File: config.mk
export PLATFORM = sky130hd
export DESIGN_NAME = imem_loader
export DESIGN_NICKNAME = d
export VERILOG_FILES = /design/src/rtl/imem_loader_pkg.sv /design/src/rtl/imem_loader_byte_packer.sv /design/src/rtl/imem_loader.sv
export SDC_FILE = /design/constraint.sdc
export NUM_CORES = 1
export LEC_CHECK = 0
export BUFFER_PORTS_ARGS = -buffer_cell sky130_fd_sc_hd__buf_2
export CAP_MARGIN = 10
export CORE_MARGIN = 1
export CORE_UTILIZATION = 35
export DETAILED_ROUTE_END_ITERATION = 12
export MAX_ROUTING_LAYER = met4
export SLEW_MARGIN = 30
export SYNTH_ARGS = -nofsm -noshare
export SYNTH_HDL_FRONTEND = slang
export SYNTH_SLANG_ARGS = --single-unit
File: constraint.sdc
create_clock -name clk -period 4.5 [get_ports clk]
set_input_delay 0.9 -clock clk [delete_from_list [all_inputs] [get_ports clk]]
set_output_delay 0.9 -clock clk [all_outputs]
set_load 0.01 [all_outputs]
File: src/rtl/imem_loader_pkg.sv
// Shared types and constants for the boot-time instruction memory loader.
// Included by imem_loader and byte_packer; CHECK is only reachable with IMEM_LOADER_CHECKSUM_EN.
package loader_pkg;

    typedef enum logic [2:0] {
        IDLE,
        LEN_LO,
        LEN_HI,
        DATA,
        WRITE,
        CHECK,
        DONE,
        ERR
    } state_t;

    localparam int LEN_BYTES      = 2;
    localparam int BYTES_PER_WORD = 4;
    localparam int LANE_W         = $clog2(BYTES_PER_WORD);

    // A load is in progress in these states; start is ignored while here.
    function automatic logic is_busy(input state_t s);
        return (s == LEN_LO) || (s == LEN_HI) || (s == DATA) ||
               (s == WRITE)  || (s == CHECK);
    endfunction

    function automatic logic takes_bytes(input state_t s);
        return (s == LEN_LO) || (s == LEN_HI) || (s == DATA) || (s == CHECK);
    endfunction

endpackage

File: src/rtl/imem_loader_byte_packer.sv
// Four-lane little-endian byte packer: lane 0 is bits [7:0] of the assembled word.
module byte_packer
    import loader_pkg::*;
(
    input  logic              i_clk,
    input  logic              i_reset,
    input  logic              i_clear,
    input  logic              i_load,
    input  logic [LANE_W-1:0] i_lane,
    input  logic [7:0]        i_byte,
    output logic [31:0]       o_word
);

    logic [BYTES_PER_WORD-1:0][7:0] r_lanes;

    always_ff @(posedge i_clk) begin
        if (i_reset || i_clear) begin
            r_lanes <= '0;
        end else if (i_load) begin
            r_lanes[i_lane] <= i_byte;
        end
    end

    assign o_word = r_lanes;

endmodule

File: src/rtl/imem_loader.sv
// Boot loader: length-prefixed byte stream -> 32-bit imem words, holding the core in reset until done.
// Optional trailing XOR checksum byte enabled by defining IMEM_LOADER_CHECKSUM_EN.
module imem_loader
    import loader_pkg::*;
#(
    parameter int ADDR_WIDTH = 6
) (
    input  logic                  clk,
    input  logic                  reset,
    input  logic                  start,
    input  logic                  byte_valid,
    input  logic [7:0]            byte_data,
    output logic                  byte_ready,
    output logic                  imem_we,
    output logic [ADDR_WIDTH-1:0] imem_waddr,
    output logic [31:0]           imem_wdata,
    output logic                  core_reset,
    output logic                  busy,
    output logic                  done,
    output logic                  error
);

    localparam int unsigned MAX_WORDS = 2 ** ADDR_WIDTH;
    // One extra bit so a full-capacity count (MAX_WORDS) is representable.
    localparam int CNT_W = ADDR_WIDTH + 1;

    state_t                r_state;
    state_t                w_state_next;
    logic [7:0]            r_len_lo;
    logic [15:0]           r_len;
    logic [LANE_W-1:0]     r_byte_cnt;
    logic [CNT_W-1:0]      r_word_cnt;
    logic [ADDR_WIDTH-1:0] r_waddr;
    logic                  r_ready;
    logic                  r_we;
    logic                  r_core_reset;
    logic                  r_busy;
    logic                  r_done;
    logic                  r_error;

    logic                  w_xfer;
    logic                  w_start_ok;
    logic [15:0]           w_len;
    logic                  w_len_bad;
    logic                  w_last_byte;
    logic [CNT_W-1:0]      w_word_cnt_inc;
    logic                  w_last_word;
    logic                  w_pack_load;
    logic [31:0]           w_packed;

`ifdef IMEM_LOADER_CHECKSUM_EN
    logic [7:0]            r_csum;
`endif

    assign w_xfer         = byte_valid & r_ready;
    assign w_start_ok     = start & ~is_busy(r_state);
    assign w_len          = {byte_data, r_len_lo};
    assign w_len_bad      = (w_len == 16'd0) || (32'(w_len) > MAX_WORDS);
    assign w_last_byte    = (r_byte_cnt == LANE_W'(BYTES_PER_WORD - 1));
    assign w_word_cnt_inc = r_word_cnt + CNT_W'(1);
    assign w_last_word    = (16'(w_word_cnt_inc) == r_len);
    assign w_pack_load    = (r_state == DATA) && w_xfer;

    always_comb begin
        w_state_next = r_state;
        case (r_state)
            IDLE, DONE, ERR: begin
                if (start) w_state_next = LEN_LO;
            end
            LEN_LO: begin
                if (w_xfer) w_state_next = LEN_HI;
            end
            LEN_HI: begin
                if (w_xfer) w_state_next = w_len_bad ? ERR : DATA;
            end
            DATA: begin
                if (w_xfer && w_last_byte) w_state_next = WRITE;
            end
            WRITE: begin
`ifdef IMEM_LOADER_CHECKSUM_EN
                w_state_next = w_last_word ? CHECK : DATA;
`else
                w_state_next = w_last_word ? DONE : DATA;
`endif
            end
`ifdef IMEM_LOADER_CHECKSUM_EN
            CHECK: begin
                if (w_xfer) w_state_next = (byte_data == r_csum) ? DONE : ERR;
            end
`endif
            default: w_state_next = IDLE;
        endcase
    end

    // Outputs are registered from the next state so each one is a clean state decode.
    always_ff @(posedge clk) begin
        if (reset) begin
            r_state      <= IDLE;
            r_ready      <= 1'b0;
            r_we         <= 1'b0;
            r_waddr      <= '0;
            r_core_reset <= 1'b1;
            r_busy       <= 1'b0;
            r_done       <= 1'b0;
            r_error      <= 1'b0;
            r_len_lo     <= '0;
            r_len        <= '0;
            r_byte_cnt   <= '0;
            r_word_cnt   <= '0;
`ifdef IMEM_LOADER_CHECKSUM_EN
            r_csum       <= '0;
`endif
        end else begin
            r_state      <= w_state_next;
            r_ready      <= takes_bytes(w_state_next);
            r_we         <= (w_state_next == WRITE);
            r_core_reset <= (w_state_next != DONE);
            r_busy       <= is_busy(w_state_next);
            r_done       <= (w_state_next == DONE);
            r_error      <= (w_state_next == ERR);

            case (r_state)
                IDLE, DONE, ERR: begin
                    if (start) begin
                        r_byte_cnt <= '0;
                        r_word_cnt <= '0;
                        r_waddr    <= '0;
`ifdef IMEM_LOADER_CHECKSUM_EN
                        r_csum     <= '0;
`endif
                    end
                end
                LEN_LO: begin
                    if (w_xfer) r_len_lo <= byte_data;
                end
                LEN_HI: begin
                    if (w_xfer) r_len <= w_len;
                end
                DATA: begin
                    if (w_xfer) begin
                        r_byte_cnt <= r_byte_cnt + LANE_W'(1);
`ifdef IMEM_LOADER_CHECKSUM_EN
                        r_csum     <= r_csum ^ byte_data;
`endif
                        if (w_last_byte) r_waddr <= r_word_cnt[ADDR_WIDTH-1:0];
                    end
                end
                WRITE: begin
                    r_word_cnt <= w_word_cnt_inc;
                end
                default: ;
            endcase
        end
    end

    byte_packer u_packer (
        .i_clk   (clk),
        .i_reset (reset),
        .i_clear (w_start_ok),
        .i_load  (w_pack_load),
        .i_lane  (r_byte_cnt),
        .i_byte  (byte_data),
        .o_word  (w_packed)
    );

    assign byte_ready = r_ready;
    assign imem_we    = r_we;
    assign imem_waddr = r_waddr;
    assign imem_wdata = w_packed;
    assign core_reset = r_core_reset;
    assign busy       = r_busy;
    assign done       = r_done;
    assign error      = r_error;

endmodule

==> metrics.log <==
[metrics] result of the run: finished, final reports clean
[metrics] Yosys warning count: 0
[metrics] Worst Hold Class: reg2reg
[metrics] Final nets: 464
[metrics] critical path start-end classification: in2reg
[metrics] startpoint of the worst register-to-register path: r_state[0]
[metrics] crit share post-route: 0.566
[metrics] relative area change from synthesis to final layout: 14.9%
[metrics] later-pin clock latency in the skew report: 370 ps
[metrics] maximum clock frequency: 393 MHz
[metrics] Gate Count Post-Synth: 405
[metrics] Max transition margin: 0.407
[metrics] dominant cell type by area after synthesis: dfxtp_1
[metrics] Antenna Violating Nets Remaining: 0
[metrics] Fin Setup TNS: 0 ps
[metrics] CTS clk-pin slew, worst paths: 90 ps
[metrics] number of buffers between clock root and the deepest sink: 2
[metrics] clock root buffer master: clkbuf_8
[metrics] cells taking the most area after synthesis: dfxtp_1 (46%), a21oi_1 (8.0%), nand2_1 (7.8%), nand3_1 (5.5%), mux2i_1 (4.9%)
[metrics] CP Data Arrival Time: 2830 ps
[metrics] synthesized area: 3450 um2
[metrics] initial antenna violation count: 0
[metrics] wire length on met3: 412 um
[metrics] Avg Vias per Cell: 5.07
[metrics] sequential-to-total area share from yosys stat: 0.464
[metrics] worst supply voltage drop on vdd: 0.156 mV
[metrics] cell-internal power: 0.998 mW
[metrics] highest routed metal layer: met4
[metrics] Antenna Cells: 0
[metrics] worst setup margin: 1950 ps
[metrics] asr flop ratio synth: 0
[metrics] commonest non-fill, non-tap cell in the layout: dfxtp_1
[metrics] switching component of the power: 0.432 mW
[metrics] Initial Util: 0.367
[metrics] Comb pwr share: 0.108
[metrics] Critical Path Fanout Max: 32
[metrics] Congestion Overflow GR: 0
[metrics] met1 wire length: 3940 um
[metrics] final WL: 8120 um
[metrics] Port-buffer cells: 55
[metrics] fraction of layout cells with a size suffix above 1: 0.201
[metrics] RSZ-0062 raised after global routing: false
[metrics] vertical extent of the die: 101 um
[metrics] routed wl met2: 3690 um
[metrics] total iterations of the first detailed-routing run: 4
[metrics] total power: 1.43 mW
[metrics] final clock skew: 16.9 ps
[metrics] area inside the core boundary: 9420 um2
[metrics] Worst Setup Start Kind: primary input
[metrics] Total Die Area: 10300 um2
[metrics] Final Wtd Congestion: 0.778
[metrics] flop and latch count out of synthesis: 80
[metrics] max-capacitance violation count: 0
[metrics] total number of H-tree levels: 3
[metrics] GRT Resource Usage Total: 0.172
[metrics] TritonCTS clock tree: built
[metrics] distinct cell type count of the synthesized netlist: 54
[metrics] number of vias after detailed routing: 2944
[metrics] setup fix buffers added after clock tree synthesis: 0
[metrics] transition time at the pin with the least slew margin: 888 ps
[metrics] endpoints failing hold: 0
[metrics] # setup viols final: 0
[metrics] most used flip-flop cell after synthesis: dfxtp_1
[metrics] Sequential Power Share: 0.527
[metrics] Leakage: 1.57 nW
[metrics] Avg Synthesized Cell Area: 8.53 um2
[metrics] area fraction of the dominant cell type after synthesis: 0.464
[metrics] Inserted Clock Buffers: 9
[metrics] min-delay src: r_len[12]
[metrics] number of clock sinks: 80
[metrics] vias in the first global route: 2626
[metrics] violation count after the first detailed-routing iteration: 108
[metrics] net switching share of the total power: 0.302
[metrics] worst setup path startpoint: byte_valid
[metrics] number of flops mapped to enable cells by yosys: 0
[metrics] worst slack at placement: 1580 ps
[metrics] horizontal extent of the die: 101 um
[metrics] total of hold buffers inserted after clock tree synthesis: 0
[metrics] commonest cells after routing, fill and taps aside: dfxtp_1 (80), nand2_1 (72), a21oi_1 (55), buf_2 (55), nand3_1 (38)
[metrics] routed length per placed instance: 14.0 um
[metrics] largest net degree at the start of global routing: 44
[metrics] Synth Net Count: 422
[metrics] clock network power share: 0.365
[metrics] power density of the placed cells: 361 nW/um2
[metrics] kind of capture point of the worst setup path: flop
[metrics] final count of pins violating max slew: 0
[metrics] wire length of the first global-routing pass: 13000 um
[metrics] data required time of the worst path: 4780 ps
[metrics] drc violations: 0
[metrics] DP Wirelength: 5490 um
[metrics] minimum period implied by the final worst setup slack: 2550 ps
[metrics] Row Count: 35
[metrics] I/O pins: 56
[metrics] Resized cells post-CTS: 0
-- per-stage QoR --
step | hold slack (ps) | cells | utilization | area (um2)
3_3_place_gp | 440 | 565 | 0.401 | 3770
5_1_grt | 467 | 581 | 0.421 | 3970
2_1_floorplan | 431 | 405 | - | 3450
6_report | 454 | 581 | 0.421 | 3970
4_1_cts | 458 | 581 | 0.421 | 3970
3_5_place_dp | 446 | 565 | 0.401 | 3780
-- Yosys cell counts, types with 3 or more instances --
library cell,count
buf_4,3
nand3_1,38
nor3_1,3
a21oi_1,55
xnor2_1,5
ha_1,5
xor2_1,3
and3_1,3
nor2_1,31
o21ai_0,10
or3_1,4
inv_1,7
clkbuf_1,19
mux2i_1,17
nand2_1,72
and2_1,3
dfxtp_1,80
buf_6,3
-- worst max-delay path: stages --
cell and delay, ps:
buf_2 130, and4b_1 240, and2_1 140, buf_4 300, nand2_1 420, o221a_4 260, or3_4 370, o211ai_2 60
-- layout make-up --
cell class,instances,area [um2]
tap,129,161
multi-input combinational,291,1690
sequential,80,1600
clock buffer,9,124
clock inverter,7,67.6
fill,980,5450
inverter,8,30.0
timing repair buffer,57,290
-- per-layer routing --
metal	up-vias	track usage
li1	1482	-
met1	1364	0.226
met2	92	0.257
met3	6	0.0373
met4	0	0.0624
met5	-	-
-- worst paths after layout --
path	endpoint	slack [ps]	depth (start not counted)
setup / recovery	busy	1950	8
hold / removal	r_len[12]	450	2
setup reg to reg	busy	1960	7
hold reg to reg	r_len[12]	450	2
-- cells by family after synthesis --
logic type | synth area share
simple gates | 0.257
compound gates | 0.145
flops | 0.464
buf+inv | 0.0467
mux | 0.0493
xor+xnor | 0.0203
fa+ha+maj | 0.0181
-- flip-flops by register name (all words and copies together), names as in the netlist --
signal and flops:
u_packer.o_word 32, r_state 3, r_len_lo 8, imem_we 1, busy 1, error 1
r_len 16, r_word_cnt 7, r_byte_cnt 2, core_reset 1, byte_ready 1, done 1
imem_waddr 6
-- power by group through the flow --
stage          combinational, mW  sequential (mW)  clock (mW)
6_report                   0.154            0.754       0.523
5_1_grt                    0.172            0.757       0.570
4_1_cts                    0.156            0.754       0.544
3_5_place_dp               0.155            0.770           0
3_3_place_gp               0.152            0.770           0
2_1_floorplan              0.118            0.761           0
(Power assumes the default switching activity.)
